===== config.mk =====
export PLATFORM = sky130hd
export DESIGN_NAME = multicycle_addsub
export DESIGN_NICKNAME = d
export VERILOG_FILES = /design/src/rtl/multicycle_addsub.sv
export SDC_FILE = /design/constraint.sdc
export NUM_CORES = 1
export LEC_CHECK = 0
export CAP_MARGIN = 20
export CORE_ASPECT_RATIO = 0.5
export CORE_MARGIN = 1
export CORE_UTILIZATION = 54
export CTS_CLUSTER_DIAMETER = 150
export DETAILED_ROUTE_END_ITERATION = 8
export PLACE_DENSITY_LB_ADDON = 0.1
export SYNTH_ARGS = -nofsm -noshare
export SYNTH_HDL_FRONTEND = slang
export SYNTH_SLANG_ARGS = --single-unit

===== constraint.sdc =====
create_clock -name clk -period 7.9 [get_ports clk]
set_clock_uncertainty 0.15 [all_clocks]
set_input_delay 0.79 -clock clk [delete_from_list [all_inputs] [get_ports clk]]
set_output_delay 0.79 -clock clk [all_outputs]
set_load 0.005 [all_outputs]

===== src/rtl/multicycle_addsub.sv =====
`default_nettype none
// ============================================================================
// Module      : multicycle_addsub
// Description : Ripple-chunk adder/subtractor. It processes CHUNK bits per
//               clock and uses a valid/ready handshake on input and output.
// Revision    : 1.0 - initial release
// ============================================================================
module multicycle_addsub #(
    parameter int WIDTH = 16,
    parameter int CHUNK = 4
) (
    input  logic             clk,
    input  logic             rst,
    input  logic             in_valid,
    output logic             in_ready,
    input  logic [WIDTH-1:0] a,
    input  logic [WIDTH-1:0] b,
    input  logic             cin,
    input  logic             sub,
    output logic             out_valid,
    input  logic             out_ready,
    output logic [WIDTH-1:0] sum,
    output logic             cout,
    output logic             ovf
);

    localparam int c_nchunk = WIDTH / CHUNK;
    localparam int c_kw     = (c_nchunk > 1) ? $clog2(c_nchunk) : 1;
    localparam logic [c_kw-1:0] c_last_idx = c_kw'(c_nchunk - 1);

    localparam logic [1:0] c_idle = 2'd0;
    localparam logic [1:0] c_run  = 2'd1;
    localparam logic [1:0] c_done = 2'd2;

    logic [1:0]       r_state;
    logic [WIDTH-1:0] r_a;
    logic [WIDTH-1:0] r_b;
    logic             r_carry;
    logic [c_kw-1:0]  r_k;

    logic [CHUNK-1:0] w_a_chunk;
    logic [CHUNK-1:0] w_b_chunk;
    logic [CHUNK:0]   w_chunk_sum;
    logic             w_msb_cin;

    assign w_a_chunk   = r_a[r_k*CHUNK +: CHUNK];
    assign w_b_chunk   = r_b[r_k*CHUNK +: CHUNK];
    assign w_chunk_sum = {1'b0, w_a_chunk} + {1'b0, w_b_chunk} + {{CHUNK{1'b0}}, r_carry};
    // Carry into the top bit is recovered from that bit's sum and operand bits
    assign w_msb_cin   = w_a_chunk[CHUNK-1] ^ w_b_chunk[CHUNK-1] ^ w_chunk_sum[CHUNK-1];

    assign in_ready  = (r_state == c_idle) && !rst;
    assign out_valid = (r_state == c_done);

    always_ff @(posedge clk or posedge rst) begin
        if (rst) begin
            r_state <= c_idle;
            r_a     <= '0;
            r_b     <= '0;
            r_carry <= 1'b0;
            r_k     <= '0;
            sum     <= '0;
            cout    <= 1'b0;
            ovf     <= 1'b0;
        end else begin
            case (r_state)
                c_idle: begin
                    if (in_valid) begin
                        r_a     <= a;
                        r_b     <= sub ? ~b : b;
                        r_carry <= cin ^ sub;
                        r_k     <= '0;
                        r_state <= c_run;
                    end
                end
                c_run: begin
                    sum[r_k*CHUNK +: CHUNK] <= w_chunk_sum[CHUNK-1:0];
                    r_carry                 <= w_chunk_sum[CHUNK];
                    r_k                     <= r_k + 1'b1;
                    if (r_k == c_last_idx) begin
                        cout    <= w_chunk_sum[CHUNK];
                        ovf     <= w_msb_cin ^ w_chunk_sum[CHUNK];
                        r_state <= c_done;
                    end
                end
                c_done: begin
                    if (out_ready) begin
                        r_state <= c_idle;
                    end
                end
                default: r_state <= c_idle;
            endcase
        end
    end

endmodule
`default_nettype wire

==> results of run 1 <==
-- path summary, 6_finish.rpt --
check / endpoint / cells past startpoint / slack (ns)
max reg2reg: ovf$_DFFE_PP0P_ / 7 / 4.50
min reg2reg: sum[14]$_DFFE_PP0P_ / 2 / 0.33
min in group asynchronous: sum[15]$_DFFE_PP0P_ / 2 / 0.63
max: ovf$_DFFE_PP0P_ / 7 / 4.50
max in group asynchronous: r_b[8]$_DFFE_PP0P_ / 3 / 6.44
min: sum[14]$_DFFE_PP0P_ / 2 / 0.33
-- stage by stage --
step,cells,utilization [%],hold slack [ns]
floorplan,214,-,0.3222
global placement,328,71.63,0.3168
detailed placement,328,71.63,0.3180
CTS,336,73.41,0.3396
global route,337,73.84,0.3769
finish,337,73.84,0.3339
-- power groups by stage --
stage          combinational [mW]  clock, mW  sequential (mW)
2_1_floorplan               0.564          0            0.471
6_report                    0.764      0.149            0.505
5_1_grt                     0.844      0.162            0.524
3_3_place_gp                0.735          0            0.506
3_5_place_dp                0.767          0            0.513
4_1_cts                     0.767      0.153            0.507
-- kinds of logic after synthesis --
logic type / after synthesis / synth area share (%)
buffers and inverters: 14 / 2.760
muxes: 24 / 13.48
DFF: 55 / 51.47
AOI/OAI and AO/OA: 44 / 10.81
adders and majority gates: 11 / 5.709
and+or+nand+nor: 45 / 8.891
xor gates and xnor gates: 21 / 6.879
-- sequential cells by signal, indices dropped and copies added, names as in the netlist --
signal   cells
cout         1
ovf          1
r_a         16
r_b         16
r_carry      1
r_k          2
r_state      2
sum         16
-- cells in the mapped netlist (4+ instances only) --
cell	count	share of area, %
dfrtp_1	55	51
nor2_1	20	2.8
xnor2_1	19	6.2
a21oi_1	18	3.4
mux2_2	16	6.7
nand2_1	14	2.0
a22o_1	13	4.3
ha_1	9	4.2
mux4_2	8	6.7
buf_2	5	0.94
o21ai_0	5	0.94
buf_4	4	1.1
inv_1	4	0.56
o31ai_1	4	1.1
-- worst max-delay path, stage by stage, from the launching register on --
cell	delay, ns
dfrtp_1	0.94
mux4_2	0.61
fa_1	0.44
fa_1	0.46
a21o_1	0.20
a21oi_1	0.24
xnor2_1	0.14
o21ai_0	0.09
-- metal layers --
metal  global-route usage [%]  up-vias
li1                         -      863
met1                    27.65      890
met2                    36.71       35
met3                    5.242        6
met4                    8.213        0
met5                        0        -
-- layout make-up --
type                    instances  area (um^2)
inverters                       4        15.01
fillers                       339         1196
clock inverters                 1        5.005
multi-input cells             145         1224
clock buffers                   7        76.32
well taps                      66        82.58
flip-flops and latches         55         1376
repair buffers                 59        598.1
==> summary.md, run 1 <==
| Metric | Value |
|---|---|
| Finished layout cell area | `0.003377 mm^2` |
| Site Rows | `17` |
| Clk slew on worst S/H paths | `0.09 ns` |
| Area post-placement | `0.003276 mm^2` |
| EDFF count, synth | `0` |
| Sw Ratio | `40.19%` |
| Met2 WL | `2.424 mm` |
| Die height | `51.76 um` |
| CTS Root Cell | `clkbuf_8` |
| Area growth, synth to finish | `26.30%` |
| Crit path DAT | `3.43 ns` |
| PD cells | `419.8 mW/mm^2` |
| Maxcap violations | `0` |
| Global Route Usage Sum | `21.75%` |
| Combinational Power Share | `53.9%` |
| RSZ-0062 raised after global routing | `false` |
| Max Freq | `294.4 MHz` |
| Fin. Hold Viols | `0` |
| Number of synthesized register bits | `55` |
| Post-Synthesis Cells | `214` |
| Distinct cells, synth | `26` |
| Internal | `0.8480 mW` |
| R2r startpoint | `r_k[0]$_DFFE_PP0P_` |
| Final setup viols | `0` |
| Grt ovf | `0` |
| Clk_lat worst skew | `0.30 ns` |
| TritonRoute pass-1 iters | `4` |
| Initial Util | `58.47%` |
| Layout cells sized above 1 | `14.02%` |
| Ys flop type | `dfrtp_1` |
| Tot Pwr | `1.418 mW` |
| Hold crit path type | `reg2reg` |
| Final ANT Viol Nets | `0` |
| Met3 WL | `183 um` |
| IO Count | `58` |
| Die ar. | `0.005254 mm^2` |
| Mean post-synth cell area | `12.49 um^2` |
| Worst Setup SP | `r_k[0]$_DFFE_PP0P_` |
| Hold-fix buffers at CTS | `0` |
| Fraction of registers with async set/reset | `100.0%` |
| Slew Viols, Final | `0` |
| Leak | `1.381 nW` |
| Period minus WS final | `3.396 ns` |
| Setup TNS | `0 ns` |
| CP Data Required Time | `7.94 ns` |
| WL/cell | `14.66 um` |
| First-pass GRT wire length | `8.376 mm` |
| NetSw | `0.5698 mW` |
| Mapped Nets | `263` |
| Via Count | `1,794` |
| Status | `finished, final reports clean` |
| Critical path class | `reg2reg` |
| Max Buffers Root-to-Sink | `2` |
| H-tree depth | `2` |
| Worst Setup Slack, final | `4.504 ns` |
| Met1 wire length | `2.270 mm` |
| DP Worst Slack | `4.495 ns` |
| Gpl congestion | `0.7875` |
| # diodes | `0` |
| Core ar. | `0.004573 mm^2` |
| Slew headroom | `39.96%` |
| Seq pwr share | `35.6%` |
| Clock network fraction of total power | `10.5%` |
| Most frequent cells in the layout | `clkdlybuf4s50_1 (57), dfrtp_1 (55), nor2_1 (20)` |
| Nets@finish | `319` |
| Residual DRC count | `0` |
| CP max FO | `17` |
| Most common cell after layout, fill and taps aside | `clkdlybuf4s50_1` |
| Post-DP HPWL | `3.621 mm` |
| Post-CTS Resized | `0` |
| Sequential share of the synthesized area | `51.47%` |
| Die X | `101.5 um` |
| Top layer in use | `met4` |
| Largest net degree at the start of global routing | `56` |
| Worst setup EP type | `flop` |
| Cell Area, Synth | `0.002674 mm^2` |
| Worst Tran Pin Value | `0.8978 ns` |
| TritonCTS buffer count | `5` |
| Ratio of final minimum period to clock period | `42.99%` |
| Vias in the first global route | `1,762` |
| Port bufs | `57` |
| CP startpoint kind | `flop` |
| Total wire length | `4.941 mm` |
| Clock Sink Count | `55` |
| IR drop worst, VDD | `0.1817 mV` |
| Antenna violations before repair | `0` |
| Hold_sp | `sum[14]$_DFFE_PP0P_` |
| Vias per inst | `5.323` |
| CTS tree | `done` |
| Ys Warns | `0` |
| Initial DRC count | `88` |
| Post-CTS Setup Bufs | `0` |
(Power assumes the default switching activity.)
==> inputs of run 2 (changes only) <==
CORE_UTILIZATION = 50   (was 54)
clock period = 3.5 ns   (was 7.9 ns; I/O delays follow)
==> summary.md, run 2 (synthesized netlist as in run 1, its figures left out) <==
| Metric | Value |
|---|---|
| Status | `finished, final reports clean` |
| Worst Tran Pin Value | `0.8910 ns` |
| Area growth, synth to finish | `27.84%` |
| Registers with the most flip-flops | `r_a (16), r_b (16), sum (16)` |
| CP Data Required Time | `3.53 ns` |
| Most frequent cells in the layout | `clkdlybuf4s50_1 (57), dfrtp_1 (55), nor2_1 (20)` |
| Residual DRC count | `0` |
| Multi-input logic area | `0.001224 mm^2` |
| Post-CTS Setup Bufs | `0` |
| Largest net degree at the start of global routing | `53` |
| Die height | `53.71 um` |
| Max Freq | `339.2 MHz` |
| Period minus WS final | `2.948 ns` |
| Site Rows | `18` |
| DP Worst Slack | `0.5292 ns` |
| Final setup viols | `0` |
| Most common cell after layout, fill and taps aside | `clkdlybuf4s50_1` |
| Maxcap violations | `0` |
| WL/cell | `13.84 um` |
| Clock Sink Count | `55` |
| Layout cells sized above 1 | `14.71%` |
| Seq pwr share | `34.1%` |
| Final hold slack | `0.2032 ns` |
| Crit path DAT | `2.98 ns` |
| Max stage delay on crit path | `0.57 ns` |
| H-tree depth | `2` |
| Setup TNS | `0 ns` |
| Critical path cell sequence | `mux4_2 > fa_1 > fa_1 > a21o_1 > a21oi_1 > xnor2_1 > o21ai_0` |
| Final Util | `68.06%` |
| Global Route Usage Sum | `18.60%` |
| Gpl congestion | `0.8472` |
| Critical path class | `reg2reg` |
| Worst Setup Slack, final | `0.5519 ns` |
| Worst setup EP type | `flop` |
| Clk slew on worst S/H paths | `0.09 ns` |
| Grt ovf | `0` |
| PD cells | `951.3 mW/mm^2` |
| CP max FO | `8` |
| Nets@finish | `321` |
| First-pass GRT wire length | `7.783 mm` |
| Core ar. | `0.005022 mm^2` |
| IR drop worst, VDD | `0.4803 mV` |
| Max Buffers Root-to-Sink | `2` |
| Most used cell, CP | `fa_1` |
| Antenna violations before repair | `0` |
| Initial Util | `53.24%` |
| Total wire length | `4.733 mm` |
| Slew headroom | `40.41%` |
| Vias in the first global route | `1,633` |
| Hold-fix buffers at CTS | `0` |
| Die ar. | `0.005662 mm^2` |
| Die X | `105.4 um` |
| CTS tree | `done` |
| Leak | `1.400 nW` |
| Initial DRC count | `50` |
| Slew Viols, Final | `0` |
| FF+latch area | `0.001376 mm^2` |
| Hold crit path type | `in2async` |
| Final ANT Viol Nets | `0` |
| Slowest cell on the critical path | `mux4_2` |
| Via Count | `1,725` |
| Port bufs | `57` |
| Combinational Power Share | `53.7%` |
| RSZ-0062 raised after global routing | `false` |
| Vias per inst | `5.044` |
| TritonRoute pass-1 iters | `4` |
| CP startpoint kind | `flop` |
| # diodes | `0` |
| Internal | `1.997 mW` |
| Post-DP HPWL | `3.632 mm` |
| Fin. Hold Viols | `0` |
| IO Count | `58` |
| TritonCTS buffer count | `5` |
| Ratio of final minimum period to clock period | `84.23%` |
| CTS Root Cell | `clkbuf_8` |
| Fillers | `373` |
| Clk_lat worst skew | `0.30 ns` |
| NetSw | `1.254 mW` |
| Clock network fraction of total power | `12.2%` |
| Sw Ratio | `38.57%` |
| Post-CTS Resized | `0` |
-- run 2: worst paths after layout --
check / startpoint / end / slack, ns / depth (start not counted)
worst max-delay path: r_k[0]$_DFFE_PP0P_ / ovf$_DFFE_PP0P_ / 0.55 / 7
worst min-delay path: rst / sum[5]$_DFFE_PP0P_ / 0.20 / 2
worst max register to register: r_k[0]$_DFFE_PP0P_ / ovf$_DFFE_PP0P_ / 0.55 / 7
worst min register to register: sum[6]$_DFFE_PP0P_ / sum[6]$_DFFE_PP0P_ / 0.33 / 2
max in group asynchronous: rst / r_b[1]$_DFFE_PP0P_ / 2.48 / 3
min in group clk: sum[6]$_DFFE_PP0P_ / sum[6]$_DFFE_PP0P_ / 0.33 / 2
-- run 2: power by group through the flow --
stage	logic [mW]	registers (mW)	clock network, mW
3_5_place_dp	1.76	1.13	0
3_3_place_gp	1.72	1.12	0
2_1_floorplan	1.27	1.06	0
5_1_grt	1.93	1.15	0.434
4_1_cts	1.77	1.11	0.407
6_report	1.75	1.11	0.398
-- run 2: metal layers --
metal  vias up  global-route usage, %  part of all wire, %
li1        870                      -                    -
met1       809                  25.74                   50
met3         7                  4.479                  3.8
met4         0                  5.399                 0.93
met5         -                      0                    0
met2        39                  29.82                   45
-- run 2: layout make-up --
cell class	count	area share [%]
multi-input combinational	145	35.80
tap	70	2.562
clock inverter	1	0.8785
clock buffer	6	2.123
sequential	55	40.26
inverter	4	0.4392
timing repair buffer	61	17.94
-- run 2: worst max-delay path, delay by kind of cell, from the launching register on --
family	cells	cell delay, ns
mux	1	0.57
flops	1	0.54
xor+xnor	1	0.15
fa+ha+maj	2	0.88
compound gates	3	0.54
-- run 2: metrics by stage --
stage	cells	power (mW)	cell area [um^2]
4_1_cts	342	3.291	3418
3_5_place_dp	335	2.891	3316
5_1_grt	342	3.514	3418
3_3_place_gp	334	2.838	3296
6_report	342	3.252	3418
2_1_floorplan	214	2.337	2674
==> inputs of run 3 (changes only) <==
clock period = 2.9 ns   (was 3.5 ns; I/O delays follow)
==> summary.md, run 3 (synthesized netlist as in run 1, its figures left out) <==
| Metric | Value |
|---|---|
| H-tree depth | `2` |
| Vias in the first global route | `1,810` |
| Clock network fraction of total power | `10.6%` |
| Max Buffers Root-to-Sink | `2` |
| Initial Util | `53.24%` |
| IO Count | `58` |
| Clock Sink Count | `55` |
| Area growth, synth to finish | `28.73%` |
| Sw Ratio | `39.20%` |
| Ratio of final minimum period to clock period | `94.79%` |
| Clk_lat worst skew | `0.30 ns` |
| Final hold slack | `0.2088 ns` |
| Most frequent cells in the layout | `clkdlybuf4s50_1 (57), dfrtp_1 (54), nor2_1 (20)` |
| Hold-fix buffers at CTS | `0` |
| CP Data Required Time | `2.93 ns` |
| Global Route Usage Sum | `20.06%` |
| Seq pwr share | `33.5%` |
| Die X | `105.4 um` |
| Status | `finished, final reports clean` |
| Hold crit path type | `in2async` |
| Combinational Power Share | `55.9%` |
| TritonCTS buffer count | `5` |
| Antenna violations before repair | `0` |
| Most common cell after layout, fill and taps aside | `clkdlybuf4s50_1` |
| Fin. Hold Viols | `0` |
| Area post-placement | `0.003353 mm^2` |
| Gpl congestion | `0.7883` |
| Post-CTS Setup Bufs | `0` |
| Port bufs | `57` |
| CP startpoint kind | `flop` |
| TritonRoute pass-1 iters | `4` |
| Slew headroom | `56.09%` |
| Max Freq | `363.8 MHz` |
| Slew Viols, Final | `0` |
| Period minus WS final | `2.749 ns` |
| Post-DP HPWL | `3.846 mm` |
| Setup TNS | `0 ns` |
| # diodes | `0` |
| Maxcap violations | `0` |
| Critical path class | `reg2reg` |
| RSZ-0062 raised after global routing | `false` |
| Final ANT Viol Nets | `0` |
| CTS Root Cell | `clkbuf_8` |
| Worst setup EP type | `flop` |
| Post-CTS Resized | `0` |
| CP max FO | `5` |
| Largest net degree at the start of global routing | `53` |
| Layout cells sized above 1 | `16.97%` |
| Site Rows | `18` |
| Clk slew on worst S/H paths | `0.09 ns` |
| Via Count | `1,811` |
| First-pass GRT wire length | `8.521 mm` |
| Grt ovf | `0` |
| Die ar. | `0.005662 mm^2` |
| Worst Tran Pin Value | `0.6566 ns` |
| Initial DRC count | `47` |
| Finished layout cell area | `0.003442 mm^2` |
| Core ar. | `0.005022 mm^2` |
| NetSw | `1.548 mW` |
| Leak | `1.418 nW` |
| Registers with the most flip-flops | `r_a (16), r_b (16), sum (16)` |
| Die height | `53.71 um` |
| Internal | `2.401 mW` |
| Vias per inst | `5.219` |
| IR drop worst, VDD | `0.5044 mV` |
| WL/cell | `14.13 um` |
| PD cells | `1147 mW/mm^2` |
| Crit path DAT | `2.77 ns` |
| CTS tree | `done` |
| Nets@finish | `326` |
| Final setup viols | `0` |
| Total wire length | `4.903 mm` |
| Residual DRC count | `0` |
## run 3: cell count changes in the layout (fill, tap and decap cells not counted)
cell	delta
buf_4	+5
dfrtp_1	-1
clkinv_2	+1
dfrtp_2	+1
clkbuf_1	-1
clkbuf_8	+1
bufinv_16	-1
## run 3: worst paths after layout
check	startpoint	to	slack, ns	cells after the start
max in group asynchronous	rst	r_b[13]$_DFFE_PP0P_	1.77	3
max	r_k[0]$_DFFE_PP0P_	ovf$_DFFE_PP0P_	0.15	7
max reg2reg	r_k[0]$_DFFE_PP0P_	ovf$_DFFE_PP0P_	0.15	7
min	rst	r_state[0]$_DFFE_PP0P_	0.21	2
min in group clk	sum[13]$_DFFE_PP0P_	sum[13]$_DFFE_PP0P_	0.33	2
min reg2reg	sum[13]$_DFFE_PP0P_	sum[13]$_DFFE_PP0P_	0.33	2
## run 3: worst max-delay path, stage by stage, from the launching register on
cell and delay (ns):
dfrtp_2 0.43, mux4_2 0.53, fa_1 0.45, fa_1 0.41, a21o_1 0.19, a21oi_1 0.23
xnor2_1 0.14, o21ai_0 0.10
## run 3: area by class of cell
type                    count  area, um^2
fillers                   381        1580
flip-flops and latches     55        1378
multi-input cells         145        1224
repair buffers             66       650.6
well taps                  70       87.58
clock buffers               6       82.58
inverters                   4       15.01
clock inverters             1       5.005
## run 3: power by group through the flow
| stage | combinational [mW] | clock, mW | sequential, mW |
|---|---|---|---|
| after floorplan | 1.54 | 0 | 1.28 |
| after global placement | 2.15 | 0 | 1.32 |
| after detailed placement | 2.22 | 0 | 1.34 |
| after CTS | 2.22 | 0.431 | 1.33 |
| after global routing | 2.42 | 0.466 | 1.37 |
| final | 2.21 | 0.417 | 1.32 |
## run 3: stage by stage
| step | setup slack [ns] | cells | total power, mW | utilization (%) |
|---|---|---|---|---|
| 2_1_floorplan | 0.1280 | 214 | 2.821 | - |
| 3_3_place_gp | 0.2075 | 340 | 3.477 | 66.77 |
| 3_5_place_dp | 0.09472 | 340 | 3.561 | 66.77 |
| 4_1_cts | 0.08811 | 347 | 3.981 | 68.51 |
| 5_1_grt | 0.007036 | 347 | 4.259 | 68.54 |
| 6_report | 0.1510 | 347 | 3.950 | 68.54 |
## run 3: routing by layer
layer	share of wire (%)	global-route usage, %	wire (um)
met2	49	35.09	2414
met4	0.24	4.695	12
met3	4.6	4.479	225
met1	46	26.32	2250
met5	0	0	0
